`src/rtl/winograd_pkg.sv`:
```
// Shared constants for the Winograd F(2x2,3x3) pipeline: element width and Y tile lane offsets.
// Latency: n/a (constants and helpers only).
// Backpressure: n/a.
package winograd_pkg;

  // Default width of one output element (one Y lane)
  localparam int W = 16;

  // Lane offsets into a packed 2x2 Y tile, in units of W bits (row, col)
  localparam int Y00 = 0;
  localparam int Y01 = 1;
  localparam int Y10 = 2;
  localparam int Y11 = 3;

  // Index width for a counter over n values, never narrower than one bit
  function automatic int idx_w(input int n);
    return (n <= 1) ? 1 : $clog2(n);
  endfunction

endpackage

```
`src/rtl/winograd_tile_row_bank.sv`:
```
// One tile-row buffer: 2 x IMG_W element registers, written a 2x2 tile at a time, read one pixel at a time.
// Latency: write visible on the read port the cycle after wr_en; read port is combinational.
// Backpressure: none; the owner decides when writing is allowed.
module winograd_tile_row_bank #(
  parameter int W     = winograd_pkg::W,
  parameter int IMG_W = 4,
  parameter int TC_W  = winograd_pkg::idx_w(IMG_W / 2),
  parameter int COL_W = winograd_pkg::idx_w(IMG_W)
) (
  input  logic             clk,
  input  logic             rst,
  input  logic             wr_en,
  input  logic [TC_W-1:0]  wr_tcol,
  input  logic [2*W-1:0]   wr_top,
  input  logic [2*W-1:0]   wr_bot,
  input  logic             rd_row,
  input  logic [COL_W-1:0] rd_col,
  output logic [W-1:0]     rd_data
);

  logic [W-1:0]     top_q [IMG_W];
  logic [W-1:0]     bot_q [IMG_W];
  logic [COL_W-1:0] col_even;
  logic [COL_W-1:0] col_odd;

  // A tile column covers pixel columns 2*tcol and 2*tcol+1
  assign col_even = COL_W'({wr_tcol, 1'b0});
  assign col_odd  = COL_W'({wr_tcol, 1'b1});

  // Store the tile's top lane pair and bottom lane pair; reset clears all elements
  always_ff @(posedge clk) begin
    if (rst) begin
      for (int i = 0; i < IMG_W; i++) begin
        top_q[i] <= '0;
        bot_q[i] <= '0;
      end
    end else if (wr_en) begin
      top_q[col_even] <= wr_top[W-1:0];
      top_q[col_odd]  <= wr_top[2*W-1:W];
      bot_q[col_even] <= wr_bot[W-1:0];
      bot_q[col_odd]  <= wr_bot[2*W-1:W];
    end
  end

  // Single combinational read port
  always_comb begin
    rd_data = rd_row ? bot_q[rd_col] : top_q[rd_col];
  end

endmodule

```
`src/rtl/winograd_output_collector.sv`:
```
// Reassembles raster-order 2x2 Y tiles into a row-major pixel stream with eol/eof, via two ping-pong tile-row banks.
// Latency: px_valid rises the cycle after the last tile of a tile row is accepted; 1 pixel/cycle thereafter.
// Backpressure: px_ready low holds the current pixel; y_ready drops only while the bank being filled is still full.
module winograd_output_collector #(
  parameter int W     = winograd_pkg::W,
  parameter int IMG_W = 4,
  parameter int IMG_H = 4
) (
  input  logic         clk,
  input  logic         rst,
  input  logic         y_valid,
  output logic         y_ready,
  input  logic [4*W-1:0] y_data,
  output logic         px_valid,
  input  logic         px_ready,
  output logic [W-1:0] px_data,
  output logic         px_eol,
  output logic         px_eof
);
  import winograd_pkg::*;

  localparam int TC_W  = idx_w(IMG_W / 2);
  localparam int COL_W = idx_w(IMG_W);
  localparam int TR_W  = idx_w(IMG_H / 2);

  localparam logic [TC_W-1:0]  TC_LAST  = TC_W'(IMG_W / 2 - 1);
  localparam logic [COL_W-1:0] COL_LAST = COL_W'(IMG_W - 1);
  localparam logic [TR_W-1:0]  TR_LAST  = TR_W'(IMG_H / 2 - 1);

  logic             wr_bank;
  logic [TC_W-1:0]  wr_tcol;
  logic             rd_bank;
  logic             rd_row;
  logic [COL_W-1:0] rd_col;
  logic [TR_W-1:0]  rd_trow;
  logic [1:0]       full;

  logic             y_fire;
  logic             px_fire;
  logic             wr_last;
  logic             rd_last;
  logic [1:0]       set_full;
  logic [1:0]       clr_full;
  logic [2*W-1:0]   wr_top;
  logic [2*W-1:0]   wr_bot;
  logic [W-1:0]     bank_data [2];

  // Handshakes and end-of-tile-row detection on both sides
  always_comb begin
    y_ready  = !full[wr_bank] && !rst;
    y_fire   = y_valid && y_ready;
    px_valid = full[rd_bank];
    px_fire  = px_valid && px_ready;
    wr_last  = (wr_tcol == TC_LAST);
    rd_last  = rd_row && (rd_col == COL_LAST);
    for (int b = 0; b < 2; b++) begin
      set_full[b] = y_fire && wr_last && (wr_bank == 1'(b));
      clr_full[b] = px_fire && rd_last && (rd_bank == 1'(b));
    end
  end

  // Split the packed tile into its top and bottom lane pairs
  always_comb begin
    wr_top = {y_data[Y01*W +: W], y_data[Y00*W +: W]};
    wr_bot = {y_data[Y11*W +: W], y_data[Y10*W +: W]};
  end

  // Ping-pong banks, each written only while it is the current write bank
  for (genvar b = 0; b < 2; b++) begin : g_bank
    winograd_tile_row_bank #(
      .W     (W),
      .IMG_W (IMG_W),
      .TC_W  (TC_W),
      .COL_W (COL_W)
    ) u_bank (
      .clk     (clk),
      .rst     (rst),
      .wr_en   (y_fire && (wr_bank == 1'(b))),
      .wr_tcol (wr_tcol),
      .wr_top  (wr_top),
      .wr_bot  (wr_bot),
      .rd_row  (rd_row),
      .rd_col  (rd_col),
      .rd_data (bank_data[b])
    );
  end

  // Output mux and row/frame markers, all from registered state so they hold during stalls
  always_comb begin
    px_data = bank_data[rd_bank];
    px_eol  = px_valid && (rd_col == COL_LAST);
    px_eof  = px_eol && rd_row && (rd_trow == TR_LAST);
  end

  // Write-side tile column and bank counters
  always_ff @(posedge clk) begin
    if (rst) begin
      wr_bank <= 1'b0;
      wr_tcol <= '0;
    end else if (y_fire) begin
      if (wr_last) begin
        wr_tcol <= '0;
        wr_bank <= !wr_bank;
      end else begin
        wr_tcol <= wr_tcol + 1'b1;
      end
    end
  end

  // Read-side column, row, tile-row and bank counters
  always_ff @(posedge clk) begin
    if (rst) begin
      rd_bank <= 1'b0;
      rd_row  <= 1'b0;
      rd_col  <= '0;
      rd_trow <= '0;
    end else if (px_fire) begin
      if (rd_col == COL_LAST) begin
        rd_col <= '0;
        rd_row <= !rd_row;
        if (rd_row) begin
          rd_bank <= !rd_bank;
          rd_trow <= (rd_trow == TR_LAST) ? '0 : rd_trow + 1'b1;
        end
      end else begin
        rd_col <= rd_col + 1'b1;
      end
    end
  end

  // Full flags: set and clear in the same cycle always hit different banks
  always_ff @(posedge clk) begin
    if (rst) begin
      full <= '0;
    end else begin
      for (int b = 0; b < 2; b++) begin
        if (set_full[b]) begin
          full[b] <= 1'b1;
        end else if (clr_full[b]) begin
          full[b] <= 1'b0;
        end
      end
    end
  end

endmodule

```
`config.mk`:
```
export PLATFORM = sky130hd
export DESIGN_NAME = winograd_output_collector
export DESIGN_NICKNAME = d
export VERILOG_FILES = /design/src/rtl/winograd_pkg.sv /design/src/rtl/winograd_tile_row_bank.sv /design/src/rtl/winograd_output_collector.sv
export SDC_FILE = /design/constraint.sdc
export NUM_CORES = 1
export LEC_CHECK = 0
export ABC_CLOCK_PERIOD_IN_PS = 8220
export BUFFER_PORTS_ARGS = -buffer_cell sky130_fd_sc_hd__clkbuf_2
export CAP_MARGIN = 20
export CORE_ASPECT_RATIO = 0.5
export CORE_MARGIN = 2
export CORE_UTILIZATION = 62
export CTS_BUF_LIST = sky130_fd_sc_hd__clkbuf_4 sky130_fd_sc_hd__clkbuf_8
export DETAILED_ROUTE_END_ITERATION = 16
export PLACE_DENSITY = 0.82
export SKIP_CTS_REPAIR_TIMING = 1
export SLEW_MARGIN = 20
export SYNTH_ARGS = -nofsm -noshare
export SYNTH_HDL_FRONTEND = slang
export SYNTH_SLANG_ARGS = --single-unit
```
`constraint.sdc`:
```
create_clock -name clk -period 8.22 [get_ports clk]
set_clock_uncertainty 0.1 [all_clocks]
set_input_delay 1.644 -clock clk [delete_from_list [all_inputs] [get_ports clk]]
set_output_delay 1.644 -clock clk [all_outputs]
set_load 0.01 [all_outputs]
```
**Yosys cells after proc, flatten, opt, wreduce, memory -nomap -nowiden**

Memories as Yosys holds them, arrays and structs flattened. A register that Yosys moved wholly into a read port is not among the register bits.
Cells that the tools add are included.

- Bitwise operators: 3
- Reductions and logical operators: 33
- Add/sub/neg operators: 3
- Order comparisons: 3
- Eq/ne operators: 1
- Mux-type cells: 56

Operators by type and width:

| cell | number |
|---|---|
| $mux 16 | 13 |
| $reduce_or 16->1 | 8 |
| $mux 2 | 17 |
| $mux 1 | 26 |
| $logic_and 1x1->1 | 15 |
| $logic_not 1->1 | 5 |
| $lt 1x2->1 const B | 2 |
| $reduce_and 2->1 | 2 |
| $reduce_bool 2->1 | 2 |
| $reduce_and 3->1 | 1 |
| $add 1x1->1 const B | 2 |
| $add 2x1->2 const B | 1 |
| $eq 2x2->1 const B | 1 |
| $ge 2x2->1 const B | 1 |
| $not 1->1 | 2 |
| $not 1->2 | 1 |

- Memories kept: 4
- Flip-flop bits (word level): 9
- Logic and storage cells: 111
- Memory bits (writable): 256
- Output and inout bits: 20
- Input bits: 68

Memories:

| memory | words | bits a word | rd ports | clocked after Yosys merged registers in | write ports | RTL line | source |
|---|---|---|---|---|---|---|---|
| g_bank[0].u_bank.bot_q | 4 | 16 | 1 | 1 | 4 | winograd_tile_row_bank.sv:22 | `logic [W-1:0] bot_q [IMG_W];` |
| g_bank[0].u_bank.top_q | 4 | 16 | 1 | 1 | 4 | winograd_tile_row_bank.sv:21 | `logic [W-1:0] top_q [IMG_W];` |
| g_bank[1].u_bank.bot_q | 4 | 16 | 1 | 1 | 4 | winograd_tile_row_bank.sv:22 |  |
| g_bank[1].u_bank.top_q | 4 | 16 | 1 | 1 | 4 | winograd_tile_row_bank.sv:21 |  |

**Depth between registers and ports, before layout**

- Depth after elaboration: 11
- Gate-level depth with buffers: 7
- Gate-level depth less buffers: 5

**Cells and area by module**

A second synthesis with hierarchy kept.

- Cell total of the unflattened synthesis: 734
- Area, all modules: 12223.0 um2

By module, submodules not included:

| module | cells an instance | times used | sequential area each (um2) | area each (um2) |
|---|---|---|---|---|
| winograd_tile_row_bank | 331 | 2 | 3843.7 | 5796.8 |
| winograd_output_collector | 72 | 1 | 180.2 | 629.4 |

**Least setup slack after synthesis**

Ideal clock, no wire load.

- Path kind: input to register
- Start: input port rst
- End: memory g_bank[1].u_bank.bot_q[2][0], enable pin
- Required time: 7545 ps
- Library setup time: 575 ps
- Buffers on the path: 0
- Data arrival time: 6538 ps
- Stages: 3
- Slack: 1007 ps
- Cell sequence: inv_1 nand4_2 o21ai_0

RTL lines:

| item | RTL line | source |
|---|---|---|
| start, declared | winograd_output_collector.sv:10 | `input logic rst,` |
| end, declared | winograd_tile_row_bank.sv:22 |  |

**Worst setup path in the final report**

- Start: register rd_bank
- End: output port px_data[8]

- Cells in the longest elaborated chain, start to end: 4

RTL lines:

| item | RTL line | source |
|---|---|---|
| start, declared | winograd_output_collector.sv:32 | `logic rd_bank;` |
| start signal, assigned | winograd_output_collector.sv:122 | `rd_bank <= !rd_bank;` |
| $not 1->2 (not written as such) | winograd_output_collector.sv:90 | `px_data = bank_data[rd_bank];` |
| $mux 16 (not written as such) (3 in series) | winograd_output_collector.sv:90 |  |
| end, declared | winograd_output_collector.sv:16 | `output logic [W-1:0] px_data,` |

No other way between the ends. The select of a mux whose other input is x is not followed.

==> impl_metrics.env <==
export IMPL_cp_start_kind="flop"
export IMPL_htree_num_levels=2
export IMPL_yosysUniqueCellTypes=35
export IMPL_path_class="reg2out"
export IMPL_worstHoldPathType="reg2reg"
export IMPL_pwr_share_seq=0.578
export IMPL_rows=35
export IMPL_place_inst=1076
export IMPL_peakVddDrop_v=0.000101
export IMPL_synthesis_area_um2=12000
export IMPL_ys_seq_area_frac=0.657
export IMPL_vias=6840
export IMPL_initial_core_util=0.644
export IMPL_power_frac_comb=0.061
export IMPL_tritoncts="built"
export IMPL_crit_required_ps=6480
export IMPL_portBuffers=87
export IMPL_outcome="complete, no violations"
export IMPL_power_density_nw_per_um2=206
export IMPL_final_cell_mix="and2_1 (261), edfxtp_1 (256), clkbuf_2 (87)"
export IMPL_routedWlPerCell_um=22.8
export IMPL_cts_max_path_buffers=3
export IMPL_cts_buffers_inserted=39
export IMPL_drt_total_wl_um=26000
export IMPL_pwr_share_clk=0.361
export IMPL_cap_violations=0
export IMPL_grt_use_total=0.260
export IMPL_path_max_fanout=18
export IMPL_die_h_um=103
export IMPL_vias_per_cell=6.01
export IMPL_core_um2=18700
export IMPL_cts_clk_slew_worst_paths_ps=60
export IMPL_final_layout_size_suffix_gt1_frac=0.231
export IMPL_rsz0062_at_grt="no"
export IMPL_setup_ws_ps=2730
export IMPL_grt_pass1_wl_um=39400
export IMPL_die_area_um2=20600
export IMPL_clk_latency_ps=530
export IMPL_cp_arrival_ps=3740
export IMPL_die_x_um=201
export IMPL_instances_no_fill=1139
export IMPL_clock_sinks=267
export IMPL_grt_max_degree=66
export IMPL_tightest_slew_ps=1110
export IMPL_timing_fmax_ghz=0.182
export IMPL_sw_frac_of_total=0.221
export IMPL_yosysWarningCount=0
export IMPL_drt_first_pass_iters=5
export IMPL_final_max_slew_viol_count=0
export IMPL_r2r_end="g_bank[0].u_bank.top_q[0][1]"
export IMPL_antenna_found_initial=0
export IMPL_tns_ps=0
export IMPL_post_dp_hpwl_um=15800
export IMPL_syn_inst=770
export IMPL_yosys_most_used_dff="edfxtp_1"
export IMPL_preCtsSetupSlack_ps=3390
export IMPL_gp_congestion=0.845
export IMPL_hold_start="rd_col[1]"
export IMPL_ios=88
export IMPL_first_iter_violations=730
export IMPL_reg2reg_depth=6
export IMPL_p_int_mw=2.13
export IMPL_slew_headroom=0.261
export IMPL_p_leak_nw=4.91
export IMPL_avgSynthCellArea_um2=15.6
export IMPL_fin_nets=927
export IMPL_grt_ovfl_total=0
export IMPL_area_growth_pct=10.5
export IMPL_hold_depth=2
export IMPL_regToRegStartpoint="wr_bank"
export IMPL_antennaDiodeCount=0
export IMPL_synth_seq_cells=267
export IMPL_p_sw_uw=607
export IMPL_layout_commonest_cell="and2_1"
export IMPL_crit_path_end_kind="output pin"
export IMPL_hold_viol_final=0
export IMPL_ant_nets=0
export IMPL_fin_hold_ws_ps=381
export IMPL_drcViolationCount=0
export IMPL_setup_viol=0
export IMPL_min_period_ps=5490
export IMPL_synth_enable_flop_cells=256
export IMPL_synth_async_reset_ratio=0
export IMPL_syn_nets=839
export IMPL_cts_root_buf="clkbuf_8"
export IMPL_reg2reg_slack_ps=4880
export IMPL_grt_pass1_vias=6624
export IMPL_min_period_over_period=0.667
==> power groups by stage <==
stage          sequential, mW  clock (mW)  combinational [mW]
2_1_floorplan            1.61           0              0.0965
3_3_place_gp             1.61           0               0.162
3_5_place_dp             1.61           0               0.167
4_1_cts                  1.58        1.01               0.167
5_1_grt                  1.59        1.06               0.180
6_report                 1.58       0.991               0.167
==> worst max path at each step <==
stage,start,endpoint,cells after the start
detailed placement,rd_bank,px_data[6],5
finish,rd_bank,px_data[8],5
floorplan,rst,g_bank[1].u_bank.bot_q[2][0],3
global route,rd_bank,px_data[8],5
global placement,rd_bank,px_data[6],5
CTS,rd_bank,px_data[6],5
==> kinds of logic (layout without fill, tap and decap cells) <==
kind of cell               Yosys count  after routing  share of synthesized area
buffers and inverters               54            164                     0.0261
xor gates and xnor gates             4              4                    0.00291
muxes                               92             92                      0.130
adders and majority gates            1              1                    0.00104
DFF                                267            267                      0.657
AOI/OAI and AO/OA                   52             52                     0.0299
and+or+nand+nor                    300            300                      0.153
==> area by class of cell <==
cell class / count / area [µm²]
tap: 259 / 324
multi-input combinational: 449 / 3850
timing repair buffer: 98 / 518
fill: 1214 / 5390
sequential: 267 / 7920
clock buffer: 52 / 647
inverter: 3 / 11.3
clock inverter: 11 / 47.5
==> synth_stat cells, types with 2 or more instances <==
cell / number / area [µm²]
and2_1: 261 / 1630
edfxtp_1: 256 / 7690
mux2i_1: 41 / 410
mux4_2: 37 / 833
buf_2: 26 / 130
a221oi_1: 18 / 158
nand2_1: 15 / 56.3
o21ai_0: 13 / 65.1
dfxtp_1: 11 / 220
mux4_1: 11 / 289
clkbuf_1: 9 / 33.8
a21oi_1: 8 / 40.0
a22oi_1: 8 / 60.1
buf_4: 7 / 52.6
buf_6: 7 / 78.8
nor2b_1: 5 / 31.3
nand3_1: 4 / 20.0
nor2_1: 4 / 15.0
mux2_2: 3 / 33.8
a211oi_1: 2 / 15.0
buf_1: 2 / 7.51
inv_1: 2 / 7.51
nand2b_1: 2 / 12.5
nor2_4: 2 / 22.5
nor3_2: 2 / 20.0
o221ai_1: 2 / 17.5
or2_2: 2 / 12.5
xnor2_1: 2 / 17.5
xor2_1: 2 / 17.5
==> sequential cells by signal, summed over array words and instances, names as in the netlist, named ones only <==
signal               flops
full                     2
g_bank.u_bank.bot_q    128
g_bank.u_bank.top_q    128
rd_bank                  1
rd_col                   2
rd_row                   1
rd_trow                  1
wr_bank                  1
wr_last                  1
==> layer usage <==
layer	global-route usage	share of wire	wire (µm)
met1	0.393	0.44	11600
met2	0.385	0.45	11600
met3	0.0768	0.10	2600
met4	0.0501	0.010	259
met5	0	0	0
==> worst max-delay path, stage by stage, from the launching register on <==
cell      delay [ps]
dfxtp_1          900
clkinv_1         910
a221oi_1         970
o21ai_0          180
nand2_1          120
clkbuf_2         130
==> per-stage QoR <==
step	cell area (µm²)	power (mW)	utilization
detailed placement	12600	1.78	0.675
finish	13300	2.74	0.712
global placement	12600	1.77	0.675
global route	13300	2.83	0.712
CTS	13300	2.76	0.712
floorplan	12000	1.70	-
Note: power is estimated with default switching activity, not from simulation.
